[config.mk]
export PLATFORM = sky130hd
export DESIGN_NAME = div_sched
export DESIGN_NICKNAME = d
export VERILOG_FILES = /design/src/rtl/div_sched.sv
export SDC_FILE = /design/constraint.sdc
export NUM_CORES = 1
export LEC_CHECK = 0
export ABC_AREA = 1
export ABC_CLOCK_PERIOD_IN_PS = 4200
export CAP_MARGIN = 25
export CORE_UTILIZATION = 30
export CTS_CLUSTER_SIZE = 10
export DETAILED_ROUTE_END_ITERATION = 16
export PLACE_DENSITY_LB_ADDON = 0.1
export SYNTH_ARGS = -nofsm -noshare
export SYNTH_HDL_FRONTEND = slang
export SYNTH_SLANG_ARGS = --single-unit
[constraint.sdc]
create_clock -name clk -period 4.2 [get_ports clk]
set_clock_uncertainty 0.05 [all_clocks]
set_input_delay 0.84 -clock clk [delete_from_list [all_inputs] [get_ports clk]]
set_output_delay 0.84 -clock clk [all_outputs]
set_load 0.01 [all_outputs]
[src/rtl/div_sched.sv]
// rtl/div_sched.sv - run-time integer clock divider with 50% duty and glitch-free ratio changes
//
// Ports:
//   clk, reset          system clock, asynchronous active-high reset
//   enable              run request (level); start immediate, stop at period end
//   cfg_valid/cfg_div   offered divide ratio N; cfg_ready accepts it
//   cfg_err             one-cycle pulse when an offered ratio (<2) is discarded
//   cur_div             ratio currently in effect
//   running             divider active
//   tick                one-cycle pulse on the first clk cycle of each output period
//   clk_out             divided clock, 50% duty for odd and even N
`timescale 1ns/1ps
module div_sched #(
  parameter int CNT_W   = 8,
  parameter int DEF_DIV = 7
) (
  input  logic             clk,
  input  logic             reset,
  input  logic             enable,
  input  logic             cfg_valid,
  input  logic [CNT_W-1:0] cfg_div,
  output logic             cfg_ready,
  output logic             cfg_err,
  output logic [CNT_W-1:0] cur_div,
  output logic             running,
  output logic             tick,
  output logic             clk_out
);

  localparam logic [CNT_W-1:0] DEF = CNT_W'(DEF_DIV);
  localparam logic [CNT_W-1:0] ONE = CNT_W'(1);

  logic [CNT_W-1:0] cnt, cnt_nx, cur_nx, pend_div, pend_nx, half_nx;
  logic             pend_vld, pend_vld_nx, run_nx;
  logic             p, p_n;
  logic             xfer, legal, terminal;

  assign cfg_ready = ~pend_vld;
  assign xfer      = cfg_valid & cfg_ready;
  assign legal     = (cfg_div[CNT_W-1:1] != '0);
  assign terminal  = running & (cnt == cur_div - ONE);

  always_comb begin
    cnt_nx      = cnt;
    cur_nx      = cur_div;
    pend_nx     = pend_div;
    pend_vld_nx = pend_vld;
    run_nx      = running;
    if (running) begin
      if (terminal) begin
        // Period boundary: the only place a new ratio or a stop may take effect.
        cnt_nx = '0;
        run_nx = enable;
        if (pend_vld) begin
          cur_nx      = pend_div;
          pend_vld_nx = 1'b0;
        end
      end else begin
        cnt_nx = cnt + ONE;
      end
    end else begin
      cnt_nx = '0;
      run_nx = enable;
      if (pend_vld) begin
        cur_nx      = pend_div;
        pend_vld_nx = 1'b0;
      end
    end
    // A transfer needs pend_vld=0, so it never collides with the clear above;
    // one landing on a terminal cycle waits for the following boundary.
    if (xfer && legal) begin
      pend_nx     = cfg_div;
      pend_vld_nx = 1'b1;
    end
    // High-phase length ceil(N/2), formed without an N+1 that could overflow.
    half_nx = (cur_nx >> 1) + {{(CNT_W-1){1'b0}}, cur_nx[0]};
  end

  always_ff @(posedge clk or posedge reset) begin
    if (reset) begin
      cnt      <= '0;
      cur_div  <= DEF;
      pend_div <= DEF;
      pend_vld <= 1'b0;
      running  <= 1'b0;
      tick     <= 1'b0;
      cfg_err  <= 1'b0;
      p        <= 1'b0;
    end else begin
      cnt      <= cnt_nx;
      cur_div  <= cur_nx;
      pend_div <= pend_nx;
      pend_vld <= pend_vld_nx;
      running  <= run_nx;
      tick     <= run_nx & (cnt_nx == '0);
      cfg_err  <= xfer & ~legal;
      p        <= run_nx & (cnt_nx < half_nx);
    end
  end

  // Half-cycle delayed copy of p; ANDing it in trims the odd-N high phase by
  // half a clk period, giving exactly N/2 high.
  always_ff @(negedge clk or posedge reset) begin
    if (reset) p_n <= 1'b0;
    else       p_n <= p;
  end

  assign clk_out = cur_div[0] ? (p & p_n) : p;

endmodule

==> Flow_metrics.wiki, run 1 <==
{| class="wikitable"
! Metric !! Value
|-
| Number of global-route vias before repair || 1,614
|-
| Number of instances on the worst hold path || 2
|-
| Post-Syn Area || 1920 µm²
|-
| Residual DRC || 0
|-
| Placed Instances || 343
|-
| Required time worst endpoint || 3310 ps
|-
| Number of port buffers || 24
|-
| Antenna Diode Count || 0
|-
| Count of filler cells inserted in the layout || 659
|-
| TNS Setup || 0 ps
|-
| Nets || 298
|-
| Power density cells || 836 nW/µm²
|-
| Max-Slew Margin vs Limit || 0.686
|-
| Height of the die || 82.0 µm
|-
| Final hold violation count || 0
|-
| Clock net sink count || 30
|-
| Avg WL per Cell || 12.3 µm
|-
| Clock tree from TritonCTS || yes
|-
| Synth-to-layout area growth || 22.0%
|-
| Placement row count || 28
|-
| FF-to-FF Start || cur_div[0]$_DFF_PP1_
|-
| H-tree levels || 2
|-
| Cell-by-cell listing of the critical path || o21a_1 > dlygate4sd2_1
|-
| Critical-path top delay cell || dfrtn_1
|-
| Total congestion overflow after global routing || 0
|-
| Sequential element share of the synthesized area || 0.395
|-
| Worst path setup slack after routing || 154 ps
|-
| Maximum number of pins on one net before global-route repair || 30
|-
| Vias || 1,560
|-
| Kind of cell with the highest combined delay on the critical path || flip-flops
|-
| Number of maximum-capacitance violations || 0
|-
| Biggest registers after layout || cnt: 8 flops, cur_div: 8 flops, pend_div: 8 flops
|-
| Global-route wire length before repair || 7550 µm
|-
| Post-Syn Area per Cell || 7.78 µm²
|-
| Largest buffer count on any clock path || 2
|-
| Overall die width || 82.0 µm
|-
| Die Area || 6730 µm²
|-
| Number of non-filler instances in the completed layout || 351
|-
| Hold WC Path Type || flip-flop to flip-flop
|-
| Starting density of the core || 0.317
|-
| Worst reg2reg path endpoint || p$_DFF_PP0_
|-
| Placed wire-length estimate || 3400 µm
|-
| Number of instances in the synthesized netlist || 247
|-
| Boundary Pins || 25
|-
| Synthesized net count || 270
|-
| Share of layout cells above drive strength 1 || 0.152
|-
| Overall Global Routing Usage || 0.157
|-
| Status || finished clean
|-
| Nature of the critical path endpoint || output port
|-
| Clk slew on worst S/H paths || 70 ps
|-
| Skew-Pair Late Insertion Delay || 290 ps
|-
| Pleak || 0.00117 µW
|-
| Kind of critical path || flip-flop to output port
|-
| Yosys Warn Count || 0
|-
| Total count of max-transition violations in the final report || 0
|-
| Number of buffers created by CTS || 5
|-
| Register Area || 758 µm²
|-
| Worst Reg-to-Reg Cells || 24
|-
| Unrepaired setup endpoints after global routing || false
|-
| Cell variety after synth || 32
|-
| DRT Pass-1 Iters || 4
|-
| Area used by multi-input combinational logic || 987 µm²
|-
| Violation count after the first detailed-routing iteration || 91
|-
| FF-to-FF setup slack || 500 ps
|-
| Number of vias per cell after detailed routing || 4.44
|-
| Hold Crit Endpoint || pend_div[2]$_DFFE_PP1P_
|-
| Placeable Area || 6060 µm²
|-
| Endpoints failing setup || 0
|-
| Worst hold-check slack || 445 ps
|-
| Worst-case setup slack after placement || 198 ps
|-
| Launch point of the worst hold path || pend_div[2]$_DFFE_PP1P_
|-
| Number of antenna violations at the first check in global routing || 0
|-
| Critical Path Fanout Max || 1
|-
| Number of buffers and inverters on the critical path || 1
|-
| RD Place Congestion || 0.764
|-
| Register bit count reported by yosys || 30
|-
| Post-cts hold buffer count || 0
|-
| Worst voltage drop across the vdd grid || 0.000381 V
|-
| CP Launch Type || flip-flop
|-
| Worst Path Arrival || 3160 ps
|-
| Number of routed nets with antenna violations || 0
|-
| Worst Max-Slew Pin Slew || 470 ps
|-
| Overall routed net length || 4320 µm
|-
| Largest stage delay on the critical path || 320 ps
|-
| Root buffer cell || clkbuf_8
|}
[routing by layer]
| layer | vias up | global-route usage | routed length [µm] |
|---|---|---|---|
| met2 | 20 | 0.240 | 1870 |
| li1 | 828 | - | - |
| met1 | 705 | 0.206 | 2240 |
| met4 | 0 | 0.0789 | 111 |
| met3 | 7 | 0.0367 | 100 |
| met5 | - | 0 | 0 |
[Yosys cell counts]
library cell,n,area [µm²]
o21ai_0,5,25.0
nand3_1,20,100
nand2_1,57,214
nor4_1,1,6.26
or2_4,1,8.76
nand3_2,1,10.0
nand3b_1,1,7.51
dfrtn_1,1,25.0
buf_4,1,7.51
o21ai_2,1,8.76
mux2_2,4,45.0
nor2_4,2,22.5
clkbuf_1,1,3.75
or2_2,1,6.26
dfrtp_1,23,576
xor2_1,5,43.8
o211ai_1,1,7.51
xnor2_1,3,26.3
nand2_2,4,25.0
nand4_1,4,25.0
inv_1,36,135
ha_1,11,138
nand2_4,4,45.0
a21oi_1,8,40.0
nor2_2,8,50.1
o21a_1,1,7.51
and3_1,1,6.26
buf_6,2,22.5
nor3_1,2,10.0
inv_2,2,7.51
dfstp_2,6,158
nor2_1,29,109
[tightest hold or removal path: stages, from the launching register on]
cell	delay, ps
dfstp_2	370
nand2_1	50
o21ai_0	70
[metrics by stage]
stage / total power [µW] / cell area, µm² / util
2_1_floorplan: 1370 / 1920 / -
3_3_place_gp: 1670 / 2230 / 0.368
3_5_place_dp: 1680 / 2230 / 0.368
4_1_cts: 1990 / 2340 / 0.387
5_1_grt: 2190 / 2340 / 0.387
6_report: 1960 / 2340 / 0.387
[cell usage in the layout (no fill, tap or decap), types with 2 or more instances in the layout]
cell type	synthesis	routed
nand2_1	57	57
inv_1	36	36
nor2_1	29	29
dfrtp_1	23	23
clkdlybuf4s50_1	0	23
nand3_1	20	20
ha_1	11	11
a21oi_1	8	8
nor2_2	8	8
clkbuf_8	0	6
dfstp_2	6	6
xor2_1	5	5
o21ai_0	5	5
nand4_1	4	4
mux2_2	4	4
nand2_2	4	4
nand2_4	4	4
xnor2_1	3	3
inv_2	2	2
nor3_1	2	2
nor2_4	2	2
[timing repair]
action | 4_1_cts | 5_1_grt
buffers inserted | 0 | 0
endpoints found under the setup margin | 1 | 0
resized for setup | 1 | 0
[final cells by class]
class / count / share of cell area
multi-input cells: 175 / 0.421
flip-flops and latches: 30 / 0.323
clock inverters: 1 / 0.0128
repair buffers: 25 / 0.105
inverters: 38 / 0.0608
well taps: 75 / 0.0400
clock buffers: 7 / 0.0368
[worst max path at each step]
| stage | start | slack (ps) | depth (start not counted) | end |
|---|---|---|---|---|
| finish | p_n$_DFF_NP0_ | 150 | 2 | clk_out |
| global route | cur_div[0]$_DFF_PP1_ | 100 | 24 | p$_DFF_PP0_ |
| CTS | p_n$_DFF_NP0_ | 140 | 2 | clk_out |
| detailed placement | p_n$_DFF_NP0_ | 200 | 2 | clk_out |
| global placement | p_n$_DFF_NP0_ | 210 | 2 | clk_out |
| floorplan | reset | 670 | 1 | p_n$_DFF_NP0_ |
[cell families after synthesis]
logic type / count (synthesis) / share of synthesized area
compound gates: 16 / 0.0462
fa+ha+maj: 11 / 0.0716
simple gates: 136 / 0.336
flops: 30 / 0.395
xor+xnor: 8 / 0.0365
buf+inv: 42 / 0.0918
mux: 4 / 0.0234
[report_power, final]
| group | total (µW) | internal [µW] | switching, µW |
|---|---|---|---|
| clock network | 305 | 193 | 111 |
| registers | 568 | 437 | 131 |
| logic | 1090 | 457 | 630 |
| total | 1960 | 1090 | 873 |
(Power assumes the default switching activity.)
==> run 2, diff against run 1 <==
Settings changed: CELL_PAD_IN_SITES_DETAIL_PLACEMENT from default to 1, CELL_PAD_IN_SITES_GLOBAL_PLACEMENT from default to 1, RECOVER_POWER from default to 100.
==> Flow_metrics.wiki, run 2 (synthesis gave the netlist of run 1 again) <==
{| class="wikitable"
! Metric !! Value
|-
| Required time worst endpoint || 3310 ps (about the same)
|-
| Maximum number of pins on one net before global-route repair || 30 (unchanged)
|-
| Most frequent standard cell in the layout excluding fill and tap cells || nand2_1
|-
| Worst Path Arrival || 3160 ps (about the same)
|-
| Number of port buffers || 24 (unchanged)
|-
| Overall routed net length || 4980 µm (+15%)
|-
| Placement row count || 28 (unchanged)
|-
| Boundary Pins || 25 (unchanged)
|-
| Share of layout cells above drive strength 1 || 0.123 (-0.0290)
|-
| Antenna Diode Count || 0 (unchanged)
|-
| Nets || 298 (unchanged)
|-
| Number of buffers inserted by post-CTS setup repair || 0 (unchanged)
|-
| Final hold violation count || 0 (unchanged)
|-
| Number of buffers and inverters on the critical path || 1 (unchanged)
|-
| Clock net sink count || 30 (unchanged)
|-
| Placeable Area || 6060 µm² (unchanged)
|-
| Post-cts hold buffer count || 0 (unchanged)
|-
| Power density cells || 827 nW/µm² (-1.1%)
|-
| Logic gate share of total power || 0.570 (+0.015)
|-
| Biggest registers after layout || cnt: 8 flops, cur_div: 8 flops, pend_div: 8 flops
|-
| TNS Setup || 0 ps (unchanged)
|-
| Critical-path top delay cell || dfrtn_1
|-
| Endpoints failing setup || 0 (unchanged)
|-
| Violations in the final reports || max-capacitance violations, max-slew violations
|-
| Switch share || 0.474 (+0.0290)
|-
| Post-CTS resize count || 1 (unchanged)
|-
| Die Area || 6730 µm² (unchanged)
|-
| DRT Pass-1 Iters || 4 (unchanged)
|-
| H-tree levels || 2 (unchanged)
|-
| Overall die width || 82.0 µm (unchanged)
|-
| Pleak || 0.00117 µW (-0.25%)
|-
| Worst-case setup slack after placement || 194 ps (-3.92 ps)
|-
| CP Launch Type || flip-flop
|-
| RD Place Congestion || 0.693 (-9.4%)
|-
| Synth-to-layout area growth || 19.9%
|-
| Starting density of the core || 0.317 (unchanged)
|-
| Clk slew on worst S/H paths || 70 ps (about the same)
|-
| Worst voltage drop across the vdd grid || 0.000285 V (-25%)
|-
| Height of the die || 82.0 µm (unchanged)
|-
| Worst path setup slack after routing || 154 ps (-0.248 ps)
|-
| Number of maximum-capacitance violations || 1 (+1)
|-
| Met2 routed WL || 2340 µm (+25%)
|-
| Residual DRC || 0 (unchanged)
|-
| Nature of the critical path endpoint || output port
|-
| Critical Path Fanout Max || 1 (unchanged)
|-
| Number of global-route vias before repair || 1,739 (+7.7%)
|-
| Skew-Pair Late Insertion Delay || 280 ps (about the same)
|-
| Share of power burned in registers || 0.302 (+0.012)
|-
| Kind of cell with the highest combined delay on the critical path || flip-flops
|-
| Kind of critical path || flip-flop to output port
|-
| Placed Instances || 343 (unchanged)
|-
| Placed wire-length estimate || 4010 µm (+18%)
|-
| Overall Global Routing Usage || 0.174 (+0.0163)
|-
| Clock tree from TritonCTS || yes
|-
| Share of total power in the clock network || 0.128 (-0.027)
|-
| Unrepaired setup endpoints after global routing || false
|-
| Met3 routed WL || 84 µm (-16%)
|-
| Violation count after the first detailed-routing iteration || 55 (-40%)
|-
| Max-Slew Margin vs Limit || -0.0980 (-0.783)
|-
| Switching Power || 904 µW (+3.5%)
|-
| Global-route wire length before repair || 8460 µm (+12%)
|-
| Worst Max-Slew Pin Slew || 1650 ps (+1180 ps)
|-
| Status || complete, but fails checks
|-
| Number of antenna violations at the first check in global routing || 0 (unchanged)
|-
| Largest stage delay on the critical path || 320 ps (about the same)
|-
| Highest metal layer used by the detailed router || met4
|-
| Number of vias per cell after detailed routing || 4.73 (+6.4%)
|-
| Total congestion overflow after global routing || 0 (unchanged)
|-
| Vias || 1,660 (+6.4%)
|-
| Top library cells by usage in the layout, fill and taps aside || 59 x nand2_1, 37 x inv_1, 29 x nor2_1
|-
| Number of routed nets with antenna violations || 0 (unchanged)
|-
| Total count of max-transition violations in the final report || 30 (+30)
|-
| Cell-internal power || 1000 µW (-7.9%)
|-
| Number of non-filler instances in the completed layout || 351 (unchanged)
|-
| Number of buffers created by CTS || 5 (unchanged)
|-
| Root buffer cell || clkbuf_8
|-
| Metal-1 WL || 2490 µm (+11%)
|-
| Avg WL per Cell || 14.2 µm (+15%)
|-
| Hold WC Path Type || flip-flop to flip-flop
|-
| Cell-by-cell listing of the critical path || o21a_1 > dlygate4sd2_1
|-
| Largest buffer count on any clock path || 2 (unchanged)
|}
[run 2: cell types whose count changed in the layout (fill, tap and decap cells not counted), moves of 2 or more]
cell	change
clkdlybuf4s50_1	-13
dfstp_1	+2
dfstp_2	-2
dlygate4sd3_1	+13
nand2_1	+2
nand2_2	-2
[run 2: power groups by stage]
| stage | Combinational [µW] | Clock (µW) | Sequential (µW) |
|---|---|---|---|
| global placement | 1110 | 0 | 581 |
| floorplan | 822 | 0 | 549 |
| finish | 1090 | 245 | 574 |
| detailed placement | 1130 | 0 | 585 |
| global route | 1270 | 260 | 598 |
| CTS | 1140 | 248 | 583 |
[run 2: layout make-up]
type                       instances  area (µm²)
tap                               75        93.8
clock inverter                     1        5.00
inverter                          38         143
timing repair buffer              25         243
clock buffer                       7        86.3
sequential                        30         758
fill                             757        3760
multi-input combinational        175         976
[run 2: worst min-delay path, stage by stage, from the launching register on]
cell	delay (ps)
dfstp_2	370
nand2_1	50
o21ai_0	70
[run 2: worst paths after layout]
path                       depth (start not counted)  slack, ps                     from                      end
max                                                2        150            p_n$_DFF_NP0_                  clk_out
min                                                2        440  pend_div[2]$_DFFE_PP1P_  pend_div[2]$_DFFE_PP1P_
max reg2reg                                       24        490     cur_div[0]$_DFF_PP1_              p$_DFF_PP0_
min reg2reg                                        2        440  pend_div[2]$_DFFE_PP1P_  pend_div[2]$_DFFE_PP1P_
max in group asynchronous                          2       1100                    reset            p_n$_DFF_NP0_
min in group asynchronous                          3       1660                    reset         cnt[2]$_DFF_PP0_
[run 2: per-layer routing]
metal	global-route usage	up-vias
li1	-	825
met4	0.0474	0
met2	0.293	12
met3	0.0267	6
met5	0	-
met1	0.229	817
[run 2: through the flow]
| step | total power (µW) | util | hold WS (ps) | area, µm² |
|---|---|---|---|---|
| final | 1910 | 0.380 | 444 | 2300 |
| after global routing | 2130 | 0.380 | 480 | 2300 |
| after CTS | 1970 | 0.383 | 445 | 2320 |
| after detailed placement | 1720 | 0.368 | 434 | 2230 |
| after global placement | 1690 | 0.368 | 433 | 2230 |
| after floorplan | 1370 | - | 403 | 1920 |
